File: src/rtl/wb_dcache_write_buffer.sv
// Store buffer between the writeback stage and the dcache write port.
// In-order FIFO drain with req/ack handshake and load-overlap detection.
module wb_dcache_write_buffer #(
    parameter int DEPTH  = 4,
    parameter int ADDR_W = 32,
    parameter int DATA_W = 64
) (
    input  logic              CLK,
    input  logic              RST,
    input  logic              WB_wr_valid,
    input  logic [ADDR_W-1:0] WB_wr_addr,
    input  logic [DATA_W-1:0] WB_wr_data,
    input  logic [1:0]        WB_wr_size,
    output logic              Out_write_ready,
    output logic              DC_wr_req,
    output logic [ADDR_W-1:0] DC_wr_addr,
    output logic [DATA_W-1:0] DC_wr_data,
    output logic [1:0]        DC_wr_size,
    input  logic              DC_wr_ack,
    input  logic [ADDR_W-1:0] LD_addr,
    output logic              LD_conflict,
    output logic              BUF_empty
);

    localparam int PTR_W = $clog2(DEPTH);
    localparam int CNT_W = PTR_W + 1;
    localparam logic [CNT_W-1:0] FULL_CNT = CNT_W'(DEPTH);

    typedef enum logic {
        IDLE,
        ISSUE
    } state_t;

    state_t             state_q, state_d;
    logic [CNT_W-1:0]   count_q, count_d;
    logic [PTR_W-1:0]   rd_ptr_q, rd_ptr_d;
    logic [PTR_W-1:0]   wr_ptr_q, wr_ptr_d;

    logic [ADDR_W-1:0]  addr_q [DEPTH];
    logic [ADDR_W-1:0]  addr_d [DEPTH];
    logic [DATA_W-1:0]  data_q [DEPTH];
    logic [DATA_W-1:0]  data_d [DEPTH];
    logic [1:0]         size_q [DEPTH];
    logic [1:0]         size_d [DEPTH];

    logic               push;
    logic               pop;
    logic [PTR_W-1:0]   off;
    logic               hit;

    // Handshake, pointer/count update, FSM next state and drain outputs
    always_comb begin
        Out_write_ready = (count_q != FULL_CNT) && !RST;
        DC_wr_req       = (state_q == ISSUE) && !RST;
        push            = WB_wr_valid && Out_write_ready;
        pop             = DC_wr_req && DC_wr_ack;

        DC_wr_addr = '0;
        DC_wr_data = '0;
        DC_wr_size = '0;
        if (DC_wr_req) begin
            DC_wr_addr = addr_q[rd_ptr_q];
            DC_wr_data = data_q[rd_ptr_q];
            DC_wr_size = size_q[rd_ptr_q];
        end

        addr_d   = addr_q;
        data_d   = data_q;
        size_d   = size_q;
        wr_ptr_d = wr_ptr_q;
        rd_ptr_d = rd_ptr_q;
        if (push) begin
            addr_d[wr_ptr_q] = WB_wr_addr;
            data_d[wr_ptr_q] = WB_wr_data;
            size_d[wr_ptr_q] = WB_wr_size;
            wr_ptr_d         = wr_ptr_q + PTR_W'(1);
        end
        if (pop) begin
            rd_ptr_d = rd_ptr_q + PTR_W'(1);
        end

        count_d = count_q;
        unique case ({push, pop})
            2'b10:   count_d = count_q + CNT_W'(1);
            2'b01:   count_d = count_q - CNT_W'(1);
            default: count_d = count_q;
        endcase

        state_d = state_q;
        unique case (state_q)
            IDLE: begin
                if (count_q != '0) state_d = ISSUE;
            end
            ISSUE: begin
                if (pop && (count_d == '0)) state_d = IDLE;
            end
            default: state_d = IDLE;
        endcase

        BUF_empty = (count_q == '0) || RST;
    end

    // Load overlap: any live entry in the same 8-byte block as the load
    always_comb begin
        hit = 1'b0;
        off = '0;
        for (int i = 0; i < DEPTH; i++) begin
            off = PTR_W'(i) - rd_ptr_q;
            if (({1'b0, off} < count_q) &&
                (addr_q[i][ADDR_W-1:3] == LD_addr[ADDR_W-1:3])) begin
                hit = 1'b1;
            end
        end
        LD_conflict = hit && !RST;
    end

    // Control state with synchronous reset
    always_ff @(posedge CLK) begin
        if (RST) begin
            state_q  <= IDLE;
            count_q  <= '0;
            rd_ptr_q <= '0;
            wr_ptr_q <= '0;
        end else begin
            state_q  <= state_d;
            count_q  <= count_d;
            rd_ptr_q <= rd_ptr_d;
            wr_ptr_q <= wr_ptr_d;
        end
    end

    // Entry storage; contents are only meaningful under count
    always_ff @(posedge CLK) begin
        addr_q <= addr_d;
        data_q <= data_d;
        size_q <= size_d;
    end

endmodule

File: config.mk
export PLATFORM = sky130hd
export DESIGN_NAME = wb_dcache_write_buffer
export DESIGN_NICKNAME = d
export VERILOG_FILES = /design/src/rtl/wb_dcache_write_buffer.sv
export SDC_FILE = /design/constraint.sdc
export NUM_CORES = 1
export LEC_CHECK = 0
export CAP_MARGIN = 30
export CORE_UTILIZATION = 45
export CTS_CLUSTER_DIAMETER = 40
export DETAILED_ROUTE_END_ITERATION = 8
export DONT_BUFFER_PORTS = 1
export PLACE_DENSITY_LB_ADDON = 0.12
export REMOVE_ABC_BUFFERS = 1
export SYNTH_ARGS = -nofsm -noshare
export SYNTH_HDL_FRONTEND = slang
export SYNTH_SLANG_ARGS = --single-unit
File: constraint.sdc
create_clock -name CLK -period 7.3 [get_ports CLK]
set_clock_uncertainty 0.2 [all_clocks]
set_input_delay 1.46 -clock CLK [delete_from_list [all_inputs] [get_ports CLK]]
set_output_delay 1.46 -clock CLK [all_outputs]
set_load 0.02 [all_outputs]
==> results of run 1 <==
-- how the worst min path moves through the flow --
stage	start	endpoint	slack, ps
6_report	count_q[1]	count_q[1]	360
5_1_grt	count_q[1]	count_q[1]	400
4_1_cts	count_q[1]	count_q[1]	350
3_5_place_dp	count_q[1]	count_q[1]	340
3_3_place_gp	count_q[1]	count_q[1]	320
2_1_floorplan	count_q[1]	count_q[1]	300
-- registers in the layout (all words and copies together) (netlist names) --
name	cells
addr_q	128
count_q	3
data_q	256
rd_ptr_q	2
size_q	8
state_q	1
wr_ptr_q	2
-- where the power goes --
group	internal [mW]	leakage, nW	total, mW	switching [mW]
Sequential	2.60	3.63	2.63	0.0315
Clock	1.66	0.916	2.69	1.03
Combinational	0.144	1.36	0.362	0.218
-- through the flow --
stage	std cells	hold WS, ps	power [mW]	instance area [um^2]	util [%]
2_1_floorplan	815	300.9	2.960	16470	-
6_report	1396	357.8	5.682	19070	52.08
5_1_grt	1396	396.8	5.858	19070	52.08
4_1_cts	1395	349.6	5.740	19040	52.01
3_5_place_dp	1292	342.1	3.044	17160	46.88
3_3_place_gp	1292	319.6	3.030	17160	46.88
-- area by class of cell --
type | count | share of cell area, %
Sequential cell | 400 | 62.62
Multi-Input combinational cell | 404 | 23.75
Clock buffer | 62 | 7.579
Tap cell | 468 | 3.071
Timing Repair Buffer | 10 | 0.4987
Clock inverter | 41 | 2.264
Inverter | 11 | 0.2166
-- cells by family (layout without fill, tap and decap cells) --
kind of cell,count (synthesis),in the layout
DFF,400,400
and+or+nand+nor,161,161
xor gates and xnor gates,123,123
muxes,98,98
buffers and inverters,65,124
AOI/OAI and AO/OA,12,12
adders and majority gates,10,10
-- critical path, stage by stage, from the launching register on --
cell and delay [ps]:
sky130_fd_sc_hd__dfxtp_4 730, sky130_fd_sc_hd__buf_4 740, sky130_fd_sc_hd__a21oi_2 150, sky130_fd_sc_hd__a2111oi_1 450
sky130_fd_sc_hd__nand4_1 160, sky130_fd_sc_hd__a41oi_2 420
-- placed cells by master (no fill, tap or decap), types with 2 or more instances in the layout --
cell type / synthesis / routed
sky130_fd_sc_hd__a2111oi_2: 2 / 2
sky130_fd_sc_hd__a21oi_1: 3 / 3
sky130_fd_sc_hd__a21oi_2: 2 / 2
sky130_fd_sc_hd__and2_1: 99 / 99
sky130_fd_sc_hd__and3_4: 0 / 4
sky130_fd_sc_hd__buf_4: 4 / 9
sky130_fd_sc_hd__bufinv_16: 0 / 6
sky130_fd_sc_hd__clkbuf_1: 36 / 5
sky130_fd_sc_hd__clkbuf_16: 0 / 57
sky130_fd_sc_hd__clkinv_1: 0 / 8
sky130_fd_sc_hd__clkinv_2: 0 / 7
sky130_fd_sc_hd__clkinv_4: 0 / 3
sky130_fd_sc_hd__clkinvlp_4: 0 / 3
sky130_fd_sc_hd__dfxtp_1: 8 / 6
sky130_fd_sc_hd__dfxtp_4: 0 / 2
sky130_fd_sc_hd__edfxtp_1: 392 / 392
sky130_fd_sc_hd__ha_1: 9 / 9
sky130_fd_sc_hd__inv_1: 10 / 10
sky130_fd_sc_hd__inv_6: 0 / 10
sky130_fd_sc_hd__inv_8: 0 / 3
sky130_fd_sc_hd__mux4_2: 98 / 98
sky130_fd_sc_hd__nand2_1: 3 / 3
sky130_fd_sc_hd__nand4_1: 24 / 24
sky130_fd_sc_hd__nor2_1: 11 / 11
sky130_fd_sc_hd__nor2b_1: 6 / 5
sky130_fd_sc_hd__nor4_1: 12 / 12
sky130_fd_sc_hd__xnor2_1: 85 / 85
sky130_fd_sc_hd__xor2_1: 38 / 38
-- layer usage --
layer / up-vias / global-route usage (%)
met5: - / 0
met4: 0 / 5.949
met3: 66 / 7.772
met1: 4115 / 24.91
met2: 248 / 32.71
li1: 3440 / -
==> reports/qor.txt, run 1 <==
SYNTHESIS
--------------------------------------------------------------------------------------------------------
Share of the synthesized area in the top cell type                                                70.19%
Number of instances in the synthesized netlist                                                       869
Fraction of synthesized cell area in xor and xnor cells                                           6.424%
Post-synthesis share of cell area spent on and, or, nand and nor gates                            5.790%
Syn avg cell area                                                                             19.30 um^2
Post-synthesis instance area                                                                  16770 um^2
Async set or reset register ratio after synthesis                                                     0%
Post-synthesis mux area share                                                                     13.16%
Main combinational cell family by area after synthesis                                      multiplexers
Top area cells in the synthesized netlist                                                   sky130_fd_sc_hd__edfxtp_1 70%, sky130_fd_sc_hd__mux4_2 13%, sky130_fd_sc_hd__xnor2_1 4.4%
Post-synth top cells                                                                        392 x sky130_fd_sc_hd__edfxtp_1, 99 x sky130_fd_sc_hd__and2_1, 98 x sky130_fd_sc_hd__mux4_2
Most used flip-flop cell after synthesis                                                    sky130_fd_sc_hd__edfxtp_1
Yosys warns                                                                                            0
Library cells used by synthesis                                                                       31
Yosys top cell by area                                                                      sky130_fd_sc_hd__edfxtp_1
Post-synthesis share of cell area spent on full adders, half adders and majority gates           0.7909%
#FFs+latches synth                                                                                   400
Number of enable-type register cells in the synthesized netlist                                      392
Proportion of synthesized chip area in sequential cells                                           71.15%
Post-synthesis compound-gate area fraction                                                       0.6790%
Top-count cell post-synth                                                                   sky130_fd_sc_hd__edfxtp_1

WORST SETUP PATH
--------------------------------------------------------------------------------------------------------
Worst R2R Setup Slack                                                                            3690 ps
Destination of the critical timing path                                                      LD_conflict
Reg2reg end                                                                                  data_q[106]
Launching instance or port of the critical path                                              rd_ptr_q[0]
Register-to-Register Path Depth                                                                        4
Category of the worst setup path capture point                                               output port
Launch point of the worst reg-to-reg path                                                     count_q[0]
Type of origin of the critical path                                                                 flop
Largest driver fanout on the critical path                                                            38
Worst Path Required                                                                              5640 ps
Data arrival time of the critical path                                                           3270 ps
Path type of the worst setup path                                                           flop to output port

FLOORPLANNING
--------------------------------------------------------------------------------------------------------
Number of top-level design ports                                                                     236
Width of the die                                                                                195.0 um
Placement Rows                                                                                        70
Starting density of the core                                                                      45.81%
Core Footprint                                                                                36610 um^2
Y dimension of the die                                                                          195.0 um
Die ar.                                                                                       38040 um^2

ROUTING
--------------------------------------------------------------------------------------------------------
Routed vias/inst                                                                                   5.637
Met2 Wirelength                                                                                 18360 um
First-iteration detailed-routing DRC count                                                           396
Uppermost signal routing layer after detailed routing                                               met4
First-pass iteration count of the detailed router                                                      4
Sum of met3 wire segment lengths after detailed routing                                          3309 um
Count of nets left with antenna violations after detail routing                                        0
Vias                                                                                                7869
Wl on met1                                                                                      14970 um
Total Wirelength                                                                                37480 um
Detailed-route wire length per cell                                                             26.85 um
Post-route DRC violation count                                                                         0

TIMING
--------------------------------------------------------------------------------------------------------
Transition at the pin with the smallest max-transition slack                                    928.7 ps
Final sum of negative setup slack                                                                   0 ps
Unrepaired setup endpoints after global routing                                                       no
Max_slew headroom                                                                                 38.09%
Worst setup slack after layout                                                                   2372 ps
Finish-stage setup viols                                                                               0
Final critical delay including setup and external delays                                         4928 ps
Fmax                                                                                           202.9 MHz
Final hold viol count                                                                                  0
Final clock period utilization by the worst path                                                  67.50%
Slew Viols, Final                                                                                      0

CTS
--------------------------------------------------------------------------------------------------------
Root Buffer Master                                                                          sky130_fd_sc_hd__clkbuf_16
H-tree depth reported by CTS                                                                           2
CTS resizes                                                                                            0
CTS sink count                                                                                       400
Number of buffers added to fix hold violations after cts                                               0
Clock tree from TritonCTS                                                                          built
Post-CTS clock slew at the launch and capture registers of the worst setup and hold paths          50 ps
Buffers inserted by post-CTS timing repair                                                             0
Clock Path Buffers                                                                                     3
Num CTS Buffers                                                                                       57
Clock network latency to the later pin of the worst-skew pair                                     580 ps

GLOBAL ROUTE
--------------------------------------------------------------------------------------------------------
Global Route Usage Sum                                                                            20.09%
Antenna violations before repair                                                                       1
First-pass GRT wire length                                                                      55480 um
Global route total overflow                                                                            0
Number of global-route vias before repair                                                           8801
Maximum number of pins on one net before global-route repair                                          61

RUN
--------------------------------------------------------------------------------------------------------
Max-cap viol count                                                                                     0

PWR
--------------------------------------------------------------------------------------------------------
Worst IR Drop VDD                                                                               198.3 uV
Pwr per Cell Area                                                                           298.0 nW/um^2
Leakage                                                                                         5.900 nW

PLACE
--------------------------------------------------------------------------------------------------------
Count of buffers inserted at the top-level ports                                                       0
Placer Congestion                                                                                 0.8447
Worst slack, placed                                                                              2564 ps
Final HPWL DP                                                                                   23710 um

FINAL LAYOUT
--------------------------------------------------------------------------------------------------------
Synth-to-layout area growth                                                                       13.70%
Sequential cell area                                                                          11940 um^2
Fraction of final layout cells with drive strength greater than 1                                 22.74%
Count of filler cells inserted in the layout                                                        2913
N_diodes                                                                                               0
Multi-input logic area                                                                         4529 um^2
Number of nets in the finished design                                                               1028

MIN PATH
--------------------------------------------------------------------------------------------------------
Number of instances on the worst hold path                                                             2
Worst min-delay path category                                                               flop to flop

OUTCOME
--------------------------------------------------------------------------------------------------------
Run status                                                                                  finished clean

Note: power is estimated with default switching activity, not from simulation.
==> inputs of run 2 (changes only) <==
Clock period 7.3 ns to 4.64 ns, I/O delays scaled along.
==> run 2 against run 1 <==
Non-clock buffer count grew 3. Sequential share of layout area barely moved. Core utilization is essentially flat. Worst setup slack got worse by 2000 ps. First-iteration DRC count is 8.8% lower. Critical path depth is 1 higher. Cell area about the same. Clock power increased by 54%. Register-to-register slack got worse by 2300 ps. Sequential power increased by 57%. Global-route usage is essentially flat.
==> reports/qor.txt, run 2 (same netlist as run 1, synthesis figures left out) <==
GLOBAL ROUTE
--------------------------------------------------------------------------------------------------------
Global Route Usage Sum                                                                            20.05%   -0.041 points
Most Used Layer, Global Route                                                                       met2
Number of global-route vias before repair                                                           8640   -1.8%
Met2 GRT Util                                                                                     32.88%   +0.17 points
Global route total overflow                                                                            0   unchanged
Antenna violations before repair                                                                       0   -1
GRT met3 Usage                                                                                    7.617%   -0.16 points
Maximum number of pins on one net before global-route repair                                          63   +3.3%
Global Route met1 Usage                                                                           24.16%   -0.75 points
First-pass GRT wire length                                                                      55500 um   about the same

TIMING
--------------------------------------------------------------------------------------------------------
Final critical delay including setup and external delays                                         4310 ps
Final hold viol count                                                                                  0   unchanged
Finish-stage setup viols                                                                               0   unchanged
Final clock period utilization by the worst path                                                  92.88%
Fmax                                                                                           232.0 MHz
Slew Viols, Final                                                                                      0   unchanged
Transition at the pin with the smallest max-transition slack                                    930.3 ps   +1.624 ps
Unrepaired setup endpoints after global routing                                                       no
Max_slew headroom                                                                                 37.98%   -0.11 points

CTS
--------------------------------------------------------------------------------------------------------
Root Buffer Master                                                                          sky130_fd_sc_hd__clkbuf_16
CTS resizes                                                                                            0   unchanged
CTS sink count                                                                                       400   unchanged
Clock network latency to the later pin of the worst-skew pair                                     580 ps   about the same
Number of buffers added to fix hold violations after cts                                               0   unchanged
H-tree depth reported by CTS                                                                           2   unchanged
Clock tree from TritonCTS                                                                          built
Buffers inserted by post-CTS timing repair                                                             0   unchanged
Clock Path Buffers                                                                                     3   unchanged
Num CTS Buffers                                                                                       54   -5.3%
Post-CTS clock slew at the launch and capture registers of the worst setup and hold paths          60 ps   about the same

WORST SETUP PATH
--------------------------------------------------------------------------------------------------------
Type of origin of the critical path                                                                 flop
Reg2reg end                                                                                   data_q[61]
Register-to-Register Path Depth                                                                        4   unchanged
Launch point of the worst reg-to-reg path                                                     count_q[0]
Category of the worst setup path capture point                                               output port
Worst Path Required                                                                              3510 ps   -2130 ps
Data arrival time of the critical path                                                           3180 ps   -90 ps
Worst R2R Setup Slack                                                                            1430 ps   -2260 ps
Largest driver fanout on the critical path                                                            42   +11%
Path type of the worst setup path                                                           flop to output port

PWR
--------------------------------------------------------------------------------------------------------
Clk pwr share                                                                                      46.8%   -0.6 points
Sequential share of power                                                                          46.8%   +0.6 points
Gate power share                                                                                    6.4%   about the same
Switching Power                                                                                 2.000 mW   +56%
Power Internal                                                                                  6.851 mW   +56%
Worst IR Drop VDD                                                                               454.6 uV   +130%
Pwr per Cell Area                                                                           464.0 nW/um^2   +56%
Fraction of power spent switching nets                                                            22.59%   about the same
Leakage                                                                                         5.879 nW   -0.36%
Total Power                                                                                     8.850 mW   +56%

MIN PATH
--------------------------------------------------------------------------------------------------------
End of the worst hold path                                                                   rd_ptr_q[0]
Worst min-delay path category                                                               input pin to flop
Number of instances on the worst hold path                                                             1   -1
Worst min-delay path startpoint                                                                      RST

PLACE
--------------------------------------------------------------------------------------------------------
Placer Congestion                                                                                 0.9022   +6.8%
Final HPWL DP                                                                                   24130 um   +1.8%
Count of buffers inserted at the top-level ports                                                       0   unchanged

FINAL LAYOUT
--------------------------------------------------------------------------------------------------------
Final core utilization                                                                            52.10%   about the same
Top Registers                                                                               data_q (256), addr_q (128), size_q (8)
Fraction of final layout cells with drive strength greater than 1                                 22.69%   -0.049 points
N_diodes                                                                                               0   unchanged
Max FFs per register                                                                                 256   unchanged
Commonest non-fill, non-tap cell in the layout                                              sky130_fd_sc_hd__edfxtp_1
Count of filler cells inserted in the layout                                                        2909   -0.14%
Commonest cells after routing, fill and taps aside                                          392 x sky130_fd_sc_hd__edfxtp_1, 99 x sky130_fd_sc_hd__and2_1, 98 x sky130_fd_sc_hd__mux4_2
Register with the most flip-flops                                                                 data_q
Number of nets in the finished design                                                               1028   unchanged
Synth-to-layout area growth                                                                       13.74%   about the same

ROUTING
--------------------------------------------------------------------------------------------------------
Count of nets left with antenna violations after detail routing                                        0   unchanged
Total Wirelength                                                                                37030 um   -1.2%
First-iteration detailed-routing DRC count                                                           361   -8.8%
Detailed-route wire length per cell                                                             26.49 um   -1.4%
Post-route DRC violation count                                                                         0   unchanged
Vias                                                                                                7756   -1.4%
Routed vias/inst                                                                                   5.548   -1.6%
First-pass iteration count of the detailed router                                                      4   unchanged

FLOORPLANNING
--------------------------------------------------------------------------------------------------------
Placement Rows                                                                                        70   unchanged
Y dimension of the die                                                                          195.0 um   unchanged
Core Footprint                                                                                36610 um^2   unchanged
Width of the die                                                                                195.0 um   unchanged
Starting density of the core                                                                      45.81%   unchanged
Number of top-level design ports                                                                     236   unchanged
Die ar.                                                                                       38040 um^2   unchanged

RUN
--------------------------------------------------------------------------------------------------------
Max-cap viol count                                                                                     0   unchanged

OUTCOME
--------------------------------------------------------------------------------------------------------
Run status                                                                                  finished clean

[run 2: cell types whose count changed in the layout (fill, tap and decap cells not counted), sizes merged]
cell / previous run / this run
buf: 10 / 13
clkbuf: 62 / 63
clkinv: 19 / 16
clkinvlp: 3 / 7
inv: 24 / 21
[run 2: area by class of cell]
class                           instances  area [um^2]  area share [%]
Clock buffer                           63         1406           7.373
Clock inverter                         39        425.4           2.230
Inverter                               11        41.29          0.2165
Multi-Input combinational cell        404         4529           23.75
Sequential cell                       400        11940           62.59
Tap cell                              468        585.6           3.070
Timing Repair Buffer                   13        147.6          0.7740
[run 2: power groups by stage]
stage | logic, mW | registers [mW] | clock network, mW
final | 0.567 | 4.14 | 4.15
after global routing | 0.612 | 4.15 | 4.37
after CTS | 0.582 | 4.14 | 4.22
after detailed placement | 0.579 | 4.21 | 0
after global placement | 0.570 | 4.20 | 0
after floorplan | 0.434 | 4.22 | 0
[run 2: critical path, stage by stage, from the launching register on]
cell	delay, ps
sky130_fd_sc_hd__dfxtp_4	930
sky130_fd_sc_hd__xnor2_1	190
sky130_fd_sc_hd__ha_1	230
sky130_fd_sc_hd__nor2b_1	130
sky130_fd_sc_hd__a2111oi_0	470
sky130_fd_sc_hd__nand4_1	210
sky130_fd_sc_hd__a41oi_2	430
[run 2: worst max-delay path by stage]
stage,endpoint,depth (start not counted),start,slack (ps)
3_3_place_gp,DC_wr_addr[18],3,rd_ptr_q[0],910
2_1_floorplan,LD_conflict,6,rd_ptr_q[0],-2110
3_5_place_dp,LD_conflict,6,rd_ptr_q[0],860
4_1_cts,LD_conflict,6,rd_ptr_q[0],210
6_report,LD_conflict,6,rd_ptr_q[0],330
5_1_grt,LD_conflict,6,rd_ptr_q[0],90
[run 2: through the flow]
stage | cells | area [um^2] | TNS [ps] | hold slack [ps] | setup slack, ps
final | 1398 | 19070 | 0 | 209.3 | 330.2
after CTS | 1398 | 19070 | 0 | 168.3 | 208.2
after floorplan | 815 | 16470 | -160820 | 300.9 | -2106
after global placement | 1296 | 17240 | 0 | 319.4 | 906.9
after detailed placement | 1296 | 17240 | 0 | 359.3 | 862.8
after global routing | 1398 | 19070 | 0 | 183.5 | 89.11
[run 2: metal layers]
layer	vias to the layer above	part of all wire (%)
met2	230	49
li1	3442	-
met5	-	0
met1	4022	39
met4	0	2.7
met3	62	9.2
